[src/rtl/irqc_pkg.sv]
// irqc_pkg: shared definitions for the interrupt controller.
//   - register word offsets (addr[4:2]) of the memory-mapped block
//   - FSM state encoding (IDLE / REQ / SERVICE)
//   - CAUSE register field positions and a packing helper
package irqc_pkg;

  localparam logic [2:0] OFS_PEND  = 3'd0;  // 0x00 R / W1C
  localparam logic [2:0] OFS_MASK  = 3'd1;  // 0x04 RW, 1 = enabled
  localparam logic [2:0] OFS_CAUSE = 3'd2;  // 0x08 RO
  localparam logic [2:0] OFS_EOI   = 3'd3;  // 0x0C WO
  localparam logic [2:0] OFS_CTRL  = 3'd4;  // 0x10 RW, bit0 = GIE

  localparam int CAUSE_VALID_BIT = 31;
  localparam int CAUSE_IDX_W     = 3;

  typedef enum logic [1:0] {
    IDLE    = 2'd0,
    REQ     = 2'd1,
    SERVICE = 2'd2
  } irqc_state_e;

  function automatic logic [31:0] cause_word(input logic valid,
                                             input logic [CAUSE_IDX_W-1:0] idx);
    logic [31:0] w;
    w = '0;
    w[CAUSE_VALID_BIT]   = valid;
    w[CAUSE_IDX_W-1:0]   = idx;
    return w;
  endfunction

endpackage

[src/rtl/irqc_arbiter.sv]
// irqc_arbiter: combinational rotating-priority pick.
//   req   in  N_SRC  request vector
//   start in  3      index searched first; search wraps upward mod N_SRC
//   idx   out 3      winning index (0 when nothing requests)
//   valid out 1      any request present
// start=0 degenerates to fixed priority, lowest index wins.
module irqc_arbiter
  import irqc_pkg::*;
#(
  parameter int N_SRC = 4
) (
  input  logic [N_SRC-1:0]       req,
  input  logic [CAUSE_IDX_W-1:0] start,
  output logic [CAUSE_IDX_W-1:0] idx,
  output logic                   valid
);

  logic [N_SRC-1:0] rot;
  int               pos;

  always_comb begin
    // rotate so that bit 0 of rot is request 'start'
    rot   = N_SRC'({req, req} >> start);
    idx   = '0;
    valid = 1'b0;
    pos   = 0;
    for (int k = 0; k < N_SRC; k++) begin
      if (!valid && rot[k]) begin
        valid = 1'b1;
        pos   = int'(start) + k;
        if (pos >= N_SRC) pos = pos - N_SRC;
        idx   = CAUSE_IDX_W'(pos);
      end
    end
  end

endmodule

[src/rtl/irq_controller.sv]
// irq_controller: memory-mapped interrupt controller.
// Captures rising edges of irq_src into PEND, arbitrates among PEND & MASK
// (gated by GIE), raises irq until the CPU enters kernel mode (pc31), then
// holds the in-service source in CAUSE until software writes EOI.
// Build option: IRQC_RR_EN selects a round-robin arbiter (search starts after
// the last serviced index); otherwise fixed priority, lowest index wins.
// Ports:
//   clk, reset      clock, synchronous active-high reset
//   rd, wr          bus read / write strobes
//   addr, wdata     bus byte address / write data
//   rdata           combinational read data, 0 when not selected or rd=0
//   irq_src         raw source levels (synchronous to clk)
//   pc31            CPU kernel-mode flag
//   irq             interrupt request to Control
module irq_controller
  import irqc_pkg::*;
#(
  parameter int          N_SRC     = 4,
  parameter logic [31:0] BASE_ADDR = 32'h4000_0100
) (
  input  logic             clk,
  input  logic             reset,
  input  logic             rd,
  input  logic             wr,
  input  logic [31:0]      addr,
  input  logic [31:0]      wdata,
  output logic [31:0]      rdata,
  input  logic [N_SRC-1:0] irq_src,
  input  logic             pc31,
  output logic             irq
);

  localparam int IW = CAUSE_IDX_W;

  irqc_state_e      state, state_nxt;
  logic [N_SRC-1:0] pend, mask, src_d;
  logic [N_SRC-1:0] rise, w1c, svc_clr, elig, cause_oh;
  logic             gie;
  logic [IW-1:0]    cause_idx, start_idx, win_idx;
  logic             win_vld, load_cause, take;
  logic             sel, wsel;
  logic [2:0]       ofs;
  logic             unused_bits;

  assign unused_bits = ^{addr[1:0], wdata[31:N_SRC]};

  // ---- bus decode ----
  assign sel  = (addr[31:5] == BASE_ADDR[31:5]);
  assign ofs  = addr[4:2];
  assign wsel = wr & sel;

  // ---- edge capture / eligibility ----
  assign rise     = irq_src & ~src_d;
  assign w1c      = (wsel && ofs == OFS_PEND) ? wdata[N_SRC-1:0] : '0;
  assign elig     = gie ? (pend & mask) : '0;
  assign cause_oh = N_SRC'(1) << cause_idx;
  // the serviced source is acknowledged on the REQ->SERVICE edge
  assign svc_clr  = take ? cause_oh : '0;

`ifdef IRQC_RR_EN
  logic [IW-1:0] last_srv;
  assign start_idx = (last_srv == IW'(N_SRC - 1)) ? '0 : last_srv + 1'b1;

  always_ff @(posedge clk) begin
    if (reset)     last_srv <= '0;
    else if (take) last_srv <= cause_idx;
  end
`else
  assign start_idx = '0;
`endif

  irqc_arbiter #(.N_SRC(N_SRC)) u_arb (
    .req   (elig),
    .start (start_idx),
    .idx   (win_idx),
    .valid (win_vld)
  );

  // ---- FSM ----
  always_ff @(posedge clk) begin
    if (reset) state <= IDLE;
    else       state <= state_nxt;
  end

  always_comb begin
    state_nxt  = state;
    load_cause = 1'b0;
    take       = 1'b0;
    case (state)
      IDLE: begin
        if (win_vld && !pc31) begin
          state_nxt  = REQ;
          load_cause = 1'b1;
        end
      end
      REQ: begin
        if (pc31) begin
          state_nxt = SERVICE;
          take      = 1'b1;
        end else if (!(|(elig & cause_oh))) begin
          // request withdrawn (W1C, mask or GIE) before the CPU took it
          state_nxt = IDLE;
        end
      end
      SERVICE: begin
        if (wsel && ofs == OFS_EOI) state_nxt = IDLE;
      end
      default: state_nxt = IDLE;
    endcase
  end

  // ---- register file ----
  always_ff @(posedge clk) begin
    if (reset) begin
      pend      <= '0;
      mask      <= '0;
      gie       <= 1'b0;
      src_d     <= '0;
      cause_idx <= '0;
    end else begin
      src_d <= irq_src;
      // a new edge wins over any clear in the same cycle
      pend  <= (pend & ~(w1c | svc_clr)) | rise;
      if (wsel && ofs == OFS_MASK) mask <= wdata[N_SRC-1:0];
      if (wsel && ofs == OFS_CTRL) gie  <= wdata[0];
      if (load_cause)              cause_idx <= win_idx;
    end
  end

  // ---- read mux ----
  always_comb begin
    rdata = '0;
    if (rd && sel) begin
      case (ofs)
        OFS_PEND:  rdata = 32'(pend);
        OFS_MASK:  rdata = 32'(mask);
        OFS_CAUSE: rdata = cause_word(state == SERVICE, cause_idx);
        OFS_CTRL:  rdata = {31'b0, gie};
        default:   rdata = '0;
      endcase
    end
  end

  assign irq = (state == REQ) & ~pc31;

endmodule

[config.mk]
export PLATFORM = sky130hd
export DESIGN_NAME = irq_controller
export DESIGN_NICKNAME = d
export VERILOG_FILES = /design/src/rtl/irqc_pkg.sv /design/src/rtl/irqc_arbiter.sv /design/src/rtl/irq_controller.sv
export SDC_FILE = /design/constraint.sdc
export NUM_CORES = 1
export LEC_CHECK = 0
export ABC_AREA = 1
export CAP_MARGIN = 20
export CORE_MARGIN = 4
export CORE_UTILIZATION = 45
export CTS_CLUSTER_DIAMETER = 200
export CTS_CLUSTER_SIZE = 12
export DETAILED_ROUTE_END_ITERATION = 10
export DONT_BUFFER_PORTS = 1
export GPL_TIMING_DRIVEN = 0
export PLACE_DENSITY = 0.6
export SLEW_MARGIN = 10
export SYNTH_ARGS = -nofsm -noshare
export SYNTH_HDL_FRONTEND = slang
export SYNTH_SLANG_ARGS = --single-unit
[constraint.sdc]
create_clock -name clk -period 1.5 [get_ports clk]
set_input_delay 0.075 -clock clk [delete_from_list [all_inputs] [get_ports clk]]
set_output_delay 0.075 -clock clk [all_outputs]
set_load 0.02 [all_outputs]
; After elaboration in Yosys (flattened, before gate mapping)
; Index checks and enable logic that the tools add are counted.
[op_classes]
muxes = 21
n_mul = 0
order_cmp = 0
n_div = 0
bitwise_logic = 11
shifts = 1
addsub = 0
eq_ne = 10
reduce_logical = 17
[ops]
columns = operator, n
row1 = 32-bit case mux with 4 select lines, 1
row2 = 32-bit 2-to-1 mux, 1
row3 = "27-bit by 26-bit equality test with 1-bit output, second input constant", 1
row4 = 4-bit AND, 4
row5 = 2-bit 2-to-1 mux, 6
row6 = 4-bit 2-to-1 mux, 3
row7 = 1-bit logical AND, 9
row8 = 1-bit 2-to-1 mux, 9
row9 = 4-bit inverter, 2
row10 = 4-bit OR, 2
row11 = "3-bit by 2-bit equality test with 1-bit output, second input constant", 2
row12 = 2-bit case mux with 3 select lines, 1
row13 = 1-bit logical NOT, 4
row14 = "2-bit inequality test, second input constant", 2
row15 = 4-bit OR reduction, 1
row16 = "1-bit by 3-bit left shift with 4-bit output, first input constant", 1
row17 = "3-bit by 1-bit equality test with 1-bit output, second input constant", 1
row18 = "3-bit equality test, second input constant", 1
row19 = 3-bit logical NOT, 1
row20 = "3-bit inequality test, second input constant", 1
row21 = 3-bit AND reduction, 1
row22 = 1-bit AND, 2
row23 = "2-bit by 1-bit equality test with 1-bit output, second input constant", 1
row24 = "2-bit equality test, second input constant", 1
row25 = other kinds (2), 2
[totals]
out_inout_bits = 33
input_bits = 73
ff_bits = 18
ram_bits = 0
romBits = 0
latchBits = 0
memories = 0
word_cells = 66

; Depth between registers and ports, before layout
; Gate-level depths: netlist of run 1.
[logic_depth]
word_depth = 15
ltp_mapped = 9
depth_no_buf = 9

; Modules after synthesis
; Synthesis of run 1 repeated with hierarchy kept, for this count alone.
[hier_totals]
hier_cells = 268
area_unflattened_um2 = 1586.5
[modules_own_cells]
columns = module, cells_per_inst, instances, area_each_um2, seq_area_each_um2
row1 = irq_controller, 211, 1, 1303.8, 360.3
row2 = irqc_arbiter, 57, 1, 282.8, 0.0

; Least setup slack after synthesis of run 1
; Ideal clock, no wire load.
[synth_path]
kind = input-to-output
start = in addr[29]
end = out rdata[0]
path_stages = 7
required_ns = 1.425
arrival_time_ns = 1.034
path_slack_ns = 0.391
n_path_buf = 0
cell_sequence = inv_1 > nand2_1 > nor2_2 > nand3_2 > nor2_8 > o211ai_2 > a21oi_1
[synth_via]
elab_chain_cells = 3
[synth_rtl]
columns = item, line_no
row1 = "start, declared", irq_controller.sv:25  ; input logic [31:0] addr,
row2 = 27-bit by 26-bit equality test with 1-bit output, irq_controller.sv:48  ; assign sel = (addr[31:5] == BASE_ADDR[31:5]);
row3 = 1-bit logical AND, irq_controller.sv:133  ; if (rd && sel) begin
row4 = 32-bit 2-to-1 mux, irq_controller.sv:133
row5 = "end, declared", irq_controller.sv:27  ; output logic [31:0] rdata,
; No other way between the ends.

; Worst setup path in the final report of run 1
[layout_path]
start = reg gie
end = out rdata[0]
[layout_via]
elab_chain_cells = 2
[layout_rtl]
columns = item, line_no
row1 = "start, declared", irq_controller.sv:38  ; logic gie;
row2 = "start signal, assigned", irq_controller.sv:125  ; if (wsel && ofs == OFS_CTRL) gie <= wdata[0];
row3 = 32-bit case mux with 4 select lines, irq_controller.sv:134  ; case (ofs)
row4 = 32-bit 2-to-1 mux, irq_controller.sv:133
; No other way between the ends.

==> impl_metrics.tcl, run 1 <==
set metrics [dict create \
    grt_pass1_vias 1161 \
    dpl_cell_area_mm2 0.001459 \
    finalSetupTns_ns 0 \
    vias 1265 \
    yosys_warnings 0 \
    grt-ovfl-total 0 \
    maxSlewHeadroom_pct 61.66 \
    comb_power_share_pct 22.5 \
    internal_power_w 0.0006605 \
    hold_viol_final 0 \
    power_frac_clock_pct 26.4 \
    p_switching_w 0.0002724 \
    synth_top_area_share_pct 25.73 \
    crit_fanout 5 \
    rsz0062_at_grt "false" \
    yosys-top-cells-area "dfxtp_1 26%, buf_4 16%, nand2_1 13%" \
    route.detailed.drc 0 \
    final_util_pct 57.00 \
    vias_per_cell 4.454 \
    seqPwrFrac_pct 51.1 \
    skew_ns 0.003536 \
    cp-end-kind "primary output" \
    leakagePower_nw 0.8680 \
    coreArea_mm2 0.002781 \
    synthArstFlopShare_pct 0 \
    ant_nets 0 \
    firstDrtPassIters 4 \
    critPathKind "flip-flop to primary output" \
    synth_top_area_cell "dfxtp_1" \
    drt-wirelength-per-cell_um 10.58 \
    post_cts_buffers 0 \
    cts_tree "done" \
    cp_num_buf_inv 1 \
    ys.flop_type "dfxtp_1" \
    area_growth_pct 19.87 \
    timing.hold.ws_ns 0.01123 \
    antenna_found_initial 0 \
    grt_pass1_wl_um 5161 \
    maxCapViolations 0 \
    port_buffers 0 \
    rrSetupSlack_ns 0.25 \
    dp_hpwl_um 2470 \
    worst_slew_pin_slew_ns 0.5703 \
    crit_arrival_ns 1.27 \
    status "finished clean" \
    wirelength_um 3005 \
    post-place-cells 271 \
    die_y_um 62.21 \
    io_pins 106 \
    setup_viol 0 \
    final_nets 327 \
    path_cells "inv_1 > o22ai_1 > a21oi_1 > a21oi_2" \
    ys_seq_area_share_pct 25.73 \
    critPathMaxStageDelay_ns 0.38 \
    period_needed_ns 1.344 \
    synthCells 214 \
    initial_core_util_pct 47.55 \
    cts.sinks 17 \
    ir_drop_v 0.0004906 \
    switching_share_pct 29.20 \
    drt_iter0_drc 35 \
    drv_slew 0 \
    ys_seq_elements 17 \
    num_rows 19 \
    max_freq_mhz 744.0 \
    die_w_um 62.21 \
    synth_cell_types 22 \
    crit_family "compound AO/OA/AOI/OAI gates" \
    critical-path-slowest-cell "dfxtp_2" \
    htreeDepth 1 \
    stdcell_count 284 \
    n_antenna_cell 0 \
    cts_buffers 3 \
    hp-class "primary input to flip-flop" \
    synth-edff-count 0 \
    dieArea_mm2 0.003870 \
    ys_top_cells_by_count "46 x nand2_1, 36 x nor2_1, 34 x inv_1" \
    yosysMostFrequentCell "nand2_1" \
    synthesis.area_mm2 0.001323 \
    clock_latency_ns 0.29 \
    clk_pin_slew_ns 0.10 \
    stdcell_area_mm2 0.001585 \
    grt_start_max_net_pins 11 \
    grt_use_total_pct 15.99 \
    drive_gt1_share_pct 20.16 \
    required_ns 1.42 \
    power.density_mw_per_mm2 588.4 \
    place.gp.congestion 0.8848 \
    cts-root-buf "clkbuf_4" \
    cts_buffer_depth 2 \
    avgSynthCellArea_um2 6.180 \
    period_share_pct 89.61 \
    cp-start-kind "flip-flop" \
]
==> cell type report <==
class | instances | area, um2
clock buffers | 4 | 26.28
repair buffers | 9 | 90.09
flip-flops and latches | 17 | 344.1
inverters | 37 | 140.1
multi-input cells | 158 | 735.7
well taps | 31 | 38.79
fillers | 291 | 1196
plain buffers | 28 | 210.2
==> kinds of logic (layout without fill, tap and decap cells) <==
logic type | count (synthesis) | after routing | synth area share (%)
simple gates | 112 | 112 | 39.45
buf+inv | 65 | 78 | 26.49
compound gates | 19 | 19 | 8.041
flops | 17 | 17 | 25.73
other cells | 1 | 27 | 0.2835
==> per-stage QoR <==
| step | worst slack (ns) | total power, W |
|---|---|---|
| after floorplan | 0.3910 | 0.0006586 |
| after global placement | 0.2421 | 0.0006692 |
| after detailed placement | 0.2186 | 0.0006723 |
| after CTS | 0.07250 | 0.0009441 |
| after global routing | 0.03009 | 0.0009939 |
| final | 0.1559 | 0.0009328 |
==> flip-flops by register name, summed over array words and instances (netlist names) <==
| name | cells |
|---|---|
| mask | 4 |
| pend | 4 |
| src_d | 4 |
| cause_idx | 2 |
| state | 2 |
| gie | 1 |
==> timing repair <==
| item | 4_1_cts | 5_1_grt |
|---|---|---|
| gates cloned | 0 | 0 |
| pin swaps | 0 | 2 |
| gates resized for setup | 2 | 4 |
| hold endpoints to repair | 14 | 0 |
| hold buffers | 9 | 0 |
| endpoints found under the setup margin | 2 | 2 |
==> placed cells by master (no fill, tap or decap) <==
cell,instances
a21oi_1,9
a21oi_2,1
buf_4,28
clkbuf_1,1
clkbuf_4,3
clkinv_2,1
conb_1,27
dfxtp_1,14
dfxtp_2,3
dlygate4sd3_1,9
inv_1,33
inv_2,3
nand2_1,46
nand2_2,1
nand3_1,12
nand3_2,2
nand3_4,1
nand3b_1,1
nor2_1,35
nor2_2,4
nor2_8,1
nor3_1,7
nor3_4,1
nor4_2,1
o211ai_2,1
o21ai_1,5
o22ai_1,3
==> metal layers <==
layer | vias up | share of wire, % | GRT usage [%]
met5 | - | 0 | 0
li1 | 680 | - | -
met2 | 43 | 51 | 26.94
met1 | 540 | 39 | 19.14
met4 | 0 | 0.57 | 5.691
met3 | 2 | 9.2 | 4.505
==> power groups by stage <==
stage	Clock, W	Sequential [W]	Combinational, W
2_1_floorplan	0	0.000484	0.000174
3_3_place_gp	0	0.000486	0.000183
3_5_place_dp	0	0.000487	0.000186
4_1_cts	0.000261	0.000476	0.000207
5_1_grt	0.000281	0.000478	0.000235
6_report	0.000246	0.000476	0.000210
==> worst paths after layout <==
kind,from,to,cells past startpoint
setup / recovery,gie,rdata[0],4
hold / removal,wr,pend[3],3
setup reg to reg,mask[1],cause_idx[1],7
hold reg to reg,src_d[3],pend[3],3
==> worst register-to-register path: stages (launching register included) <==
cell and delay [ns]:
dfxtp_1 0.38, nand3_1 0.14, nand2_1 0.12, inv_2 0.04, nand3_1 0.07, nand3_1 0.16
o21ai_1 0.18, a21oi_1 0.06
Note: power is estimated with default switching activity, not from simulation.
==> run 2, diff against run 1 <==
- clock period: 1.5 -> 1.3 ns (I/O delays scaled with it)
==> impl_metrics.tcl, run 2 (synthesis gave the netlist of run 1 again) <==
set metrics [dict create \
    grt_start_max_net_pins 11 \
    coreArea_mm2 0.002781 \
    dieArea_mm2 0.003870 \
    cts_buffers 3 \
    clk_pin_slew_ns 0.10 \
    maxCapViolations 0 \
    cts_buffer_depth 2 \
    setup_viol 0 \
    n_antenna_cell 0 \
    dp_slack_ns 0.03860 \
    max_freq_mhz 794.4 \
    required_ns 1.24 \
    leakagePower_nw 0.8883 \
    power.density_mw_per_mm2 647.5 \
    mostFrequentLayoutCell "nand2_1" \
    top_layer_used "met4" \
    grt-ovfl-total 0 \
    wirelength_um 3078 \
    worst_hold_startpoint "pc31" \
    vias 1304 \
    final_util_pct 60.28 \
    period_needed_ns 1.259 \
    r2r-start "gie" \
    cts_tree "done" \
    power_w 0.001086 \
    hold_viol_final 0 \
    setup_ws_ns 0.04113 \
    critical-path-slowest-cell "dfxtp_4" \
    drt-wirelength-per-cell_um 10.72 \
    crit_fanout 6 \
    min_path_cells 3 \
    port_buffers 0 \
    path_cells "inv_2 > o22ai_2 > a21oi_2 > nor2_2" \
    htreeDepth 1 \
    hp-class "primary input to flip-flop" \
    wl_met3_um 310 \
    rsz0062_at_grt "true" \
    critPathMaxStageDelay_ns 0.38 \
    drv_slew 0 \
    vias_per_cell 4.544 \
    grt_use_total_pct 16.13 \
    cp-end-kind "primary output" \
    internal_power_w 0.0007609 \
    fillers 280 \
    num_rows 19 \
    drive_gt1_share_pct 25.00 \
    initial_core_util_pct 47.55 \
    stdcell_count 287 \
    critPathKind "flip-flop to primary output" \
    place.gp.congestion 0.8848 \
    grt_pass1_wl_um 5195 \
    dp_hpwl_um 2470 \
    cts.sinks 17 \
    period_share_pct 96.84 \
    cp-start-kind "flip-flop" \
    wl_met1_um 1196 \
    die_y_um 62.21 \
    area_growth_pct 26.77 \
    antenna_found_initial 0 \
    r2r-end "cause_idx[1]" \
    reg_top3 "mask (4), pend (4), src_d (4)" \
    drt_iter0_drc 53 \
    timing.hold.ws_ns 0.009210 \
    post-place-cells 271 \
    io_pins 106 \
    power_frac_clock_pct 26.5 \
    switching_share_pct 29.91 \
    die_w_um 62.21 \
    ant_nets 0 \
    cts-root-buf "clkbuf_4" \
    wl_met2_um 1541 \
    seqPwrFrac_pct 50.1 \
    ff2ff_path_depth 7 \
    final_nets 330 \
    crit_arrival_ns 1.19 \
    clock_latency_ns 0.29 \
    comb_power_share_pct 23.4 \
    firstDrtPassIters 4 \
    status "finished clean" \
    whs_endpoint "cause_idx[1]" \
    skew_ns 0.002941 \
    grt_pass1_vias 1160 \
    route.detailed.drc 0 \
    ir_drop_v 0.0007047 \
    rrSetupSlack_ns 0.12 \
    mostFrequentLayoutCells "46 x nand2_1, 34 x nor2_1, 31 x inv_1, 29 x buf_4, 27 x conb_1" \
    p_switching_w 0.0003246 \
]
## run 2: changes by cell type in the layout (fill, tap and decap cells not counted), moves of 2 or more
| cell | previous run | this run |
|---|---|---|
| o22ai_1 | 3 | 1 |
| a21oi_1 | 9 | 5 |
| a21oi_2 | 1 | 4 |
| inv_1 | 33 | 31 |
| dfxtp_1 | 14 | 12 |
| dlygate4sd3_1 | 9 | 11 |
| dfxtp_4 | 0 | 3 |
| o22ai_2 | 0 | 2 |
## run 2: worst max path at each step
stage | cells past startpoint | end | start | slack, ns
finish | 4 | rdata[1] | cause_idx[1] | 0.04
global route | 7 | rdata[2] | addr[10] | -0.02
CTS | 4 | rdata[0] | cause_idx[0] | 0.0006
detailed placement | 7 | rdata[3] | addr[10] | 0.04
global placement | 7 | cause_idx[1] | gie | 0.06
floorplan | 7 | rdata[0] | addr[29] | 0.21
## run 2: repair_timing
item / 4_1_cts / 5_1_grt
hold buffers: 10 / 1
resized for setup: 9 / 15
endpoints found under the setup margin: 3 / 7
hold endpoints to repair: 15 / 1
pin swaps: 3 / 2
buffers inserted: 0 / 1
## run 2: final cells by class
cell class	count	area [um2]	area share, %
multi-input combinational	158	787.0	46.94
buffer	28	210.2	12.54
clock buffer	4	26.28	1.567
sequential	17	354.1	21.12
inverter	37	142.6	8.507
tap	31	38.79	2.313
timing repair buffer	12	117.6	7.015
## run 2: critical path: cells and delay by family (launching register included)
family / cells / cell delay (ns)
AOI/OAI and AO/OA: 2 / 0.18
buffers and inverters: 1 / 0.07
DFF: 1 / 0.38
and+or+nand+nor: 1 / 0.27
## run 2: power by group through the flow
stage / Sequential [W] / Combinational (W) / Clock (W)
2_1_floorplan: 0.000559 / 0.000201 / 0
3_5_place_dp: 0.000562 / 0.000214 / 0
3_3_place_gp: 0.000561 / 0.000211 / 0
5_1_grt: 0.000546 / 0.000282 / 0.000324
6_report: 0.000544 / 0.000254 / 0.000288
4_1_cts: 0.000549 / 0.000243 / 0.000301
## run 2: stage by stage
| stage | area, um2 | TNS, ns |
|---|---|---|
| 2_1_floorplan | 1420 | 0 |
| 3_3_place_gp | 1459 | 0 |
| 5_1_grt | 1677 | -0.03036 |
| 3_5_place_dp | 1459 | 0 |
| 6_report | 1677 | 0 |
| 4_1_cts | 1604 | 0 |
## run 2: layer usage
metal,up-vias,track usage (%)
li1,686,-
met1,567,19.34
met2,47,27.20
met3,4,4.505
met4,0,5.691
met5,-,0
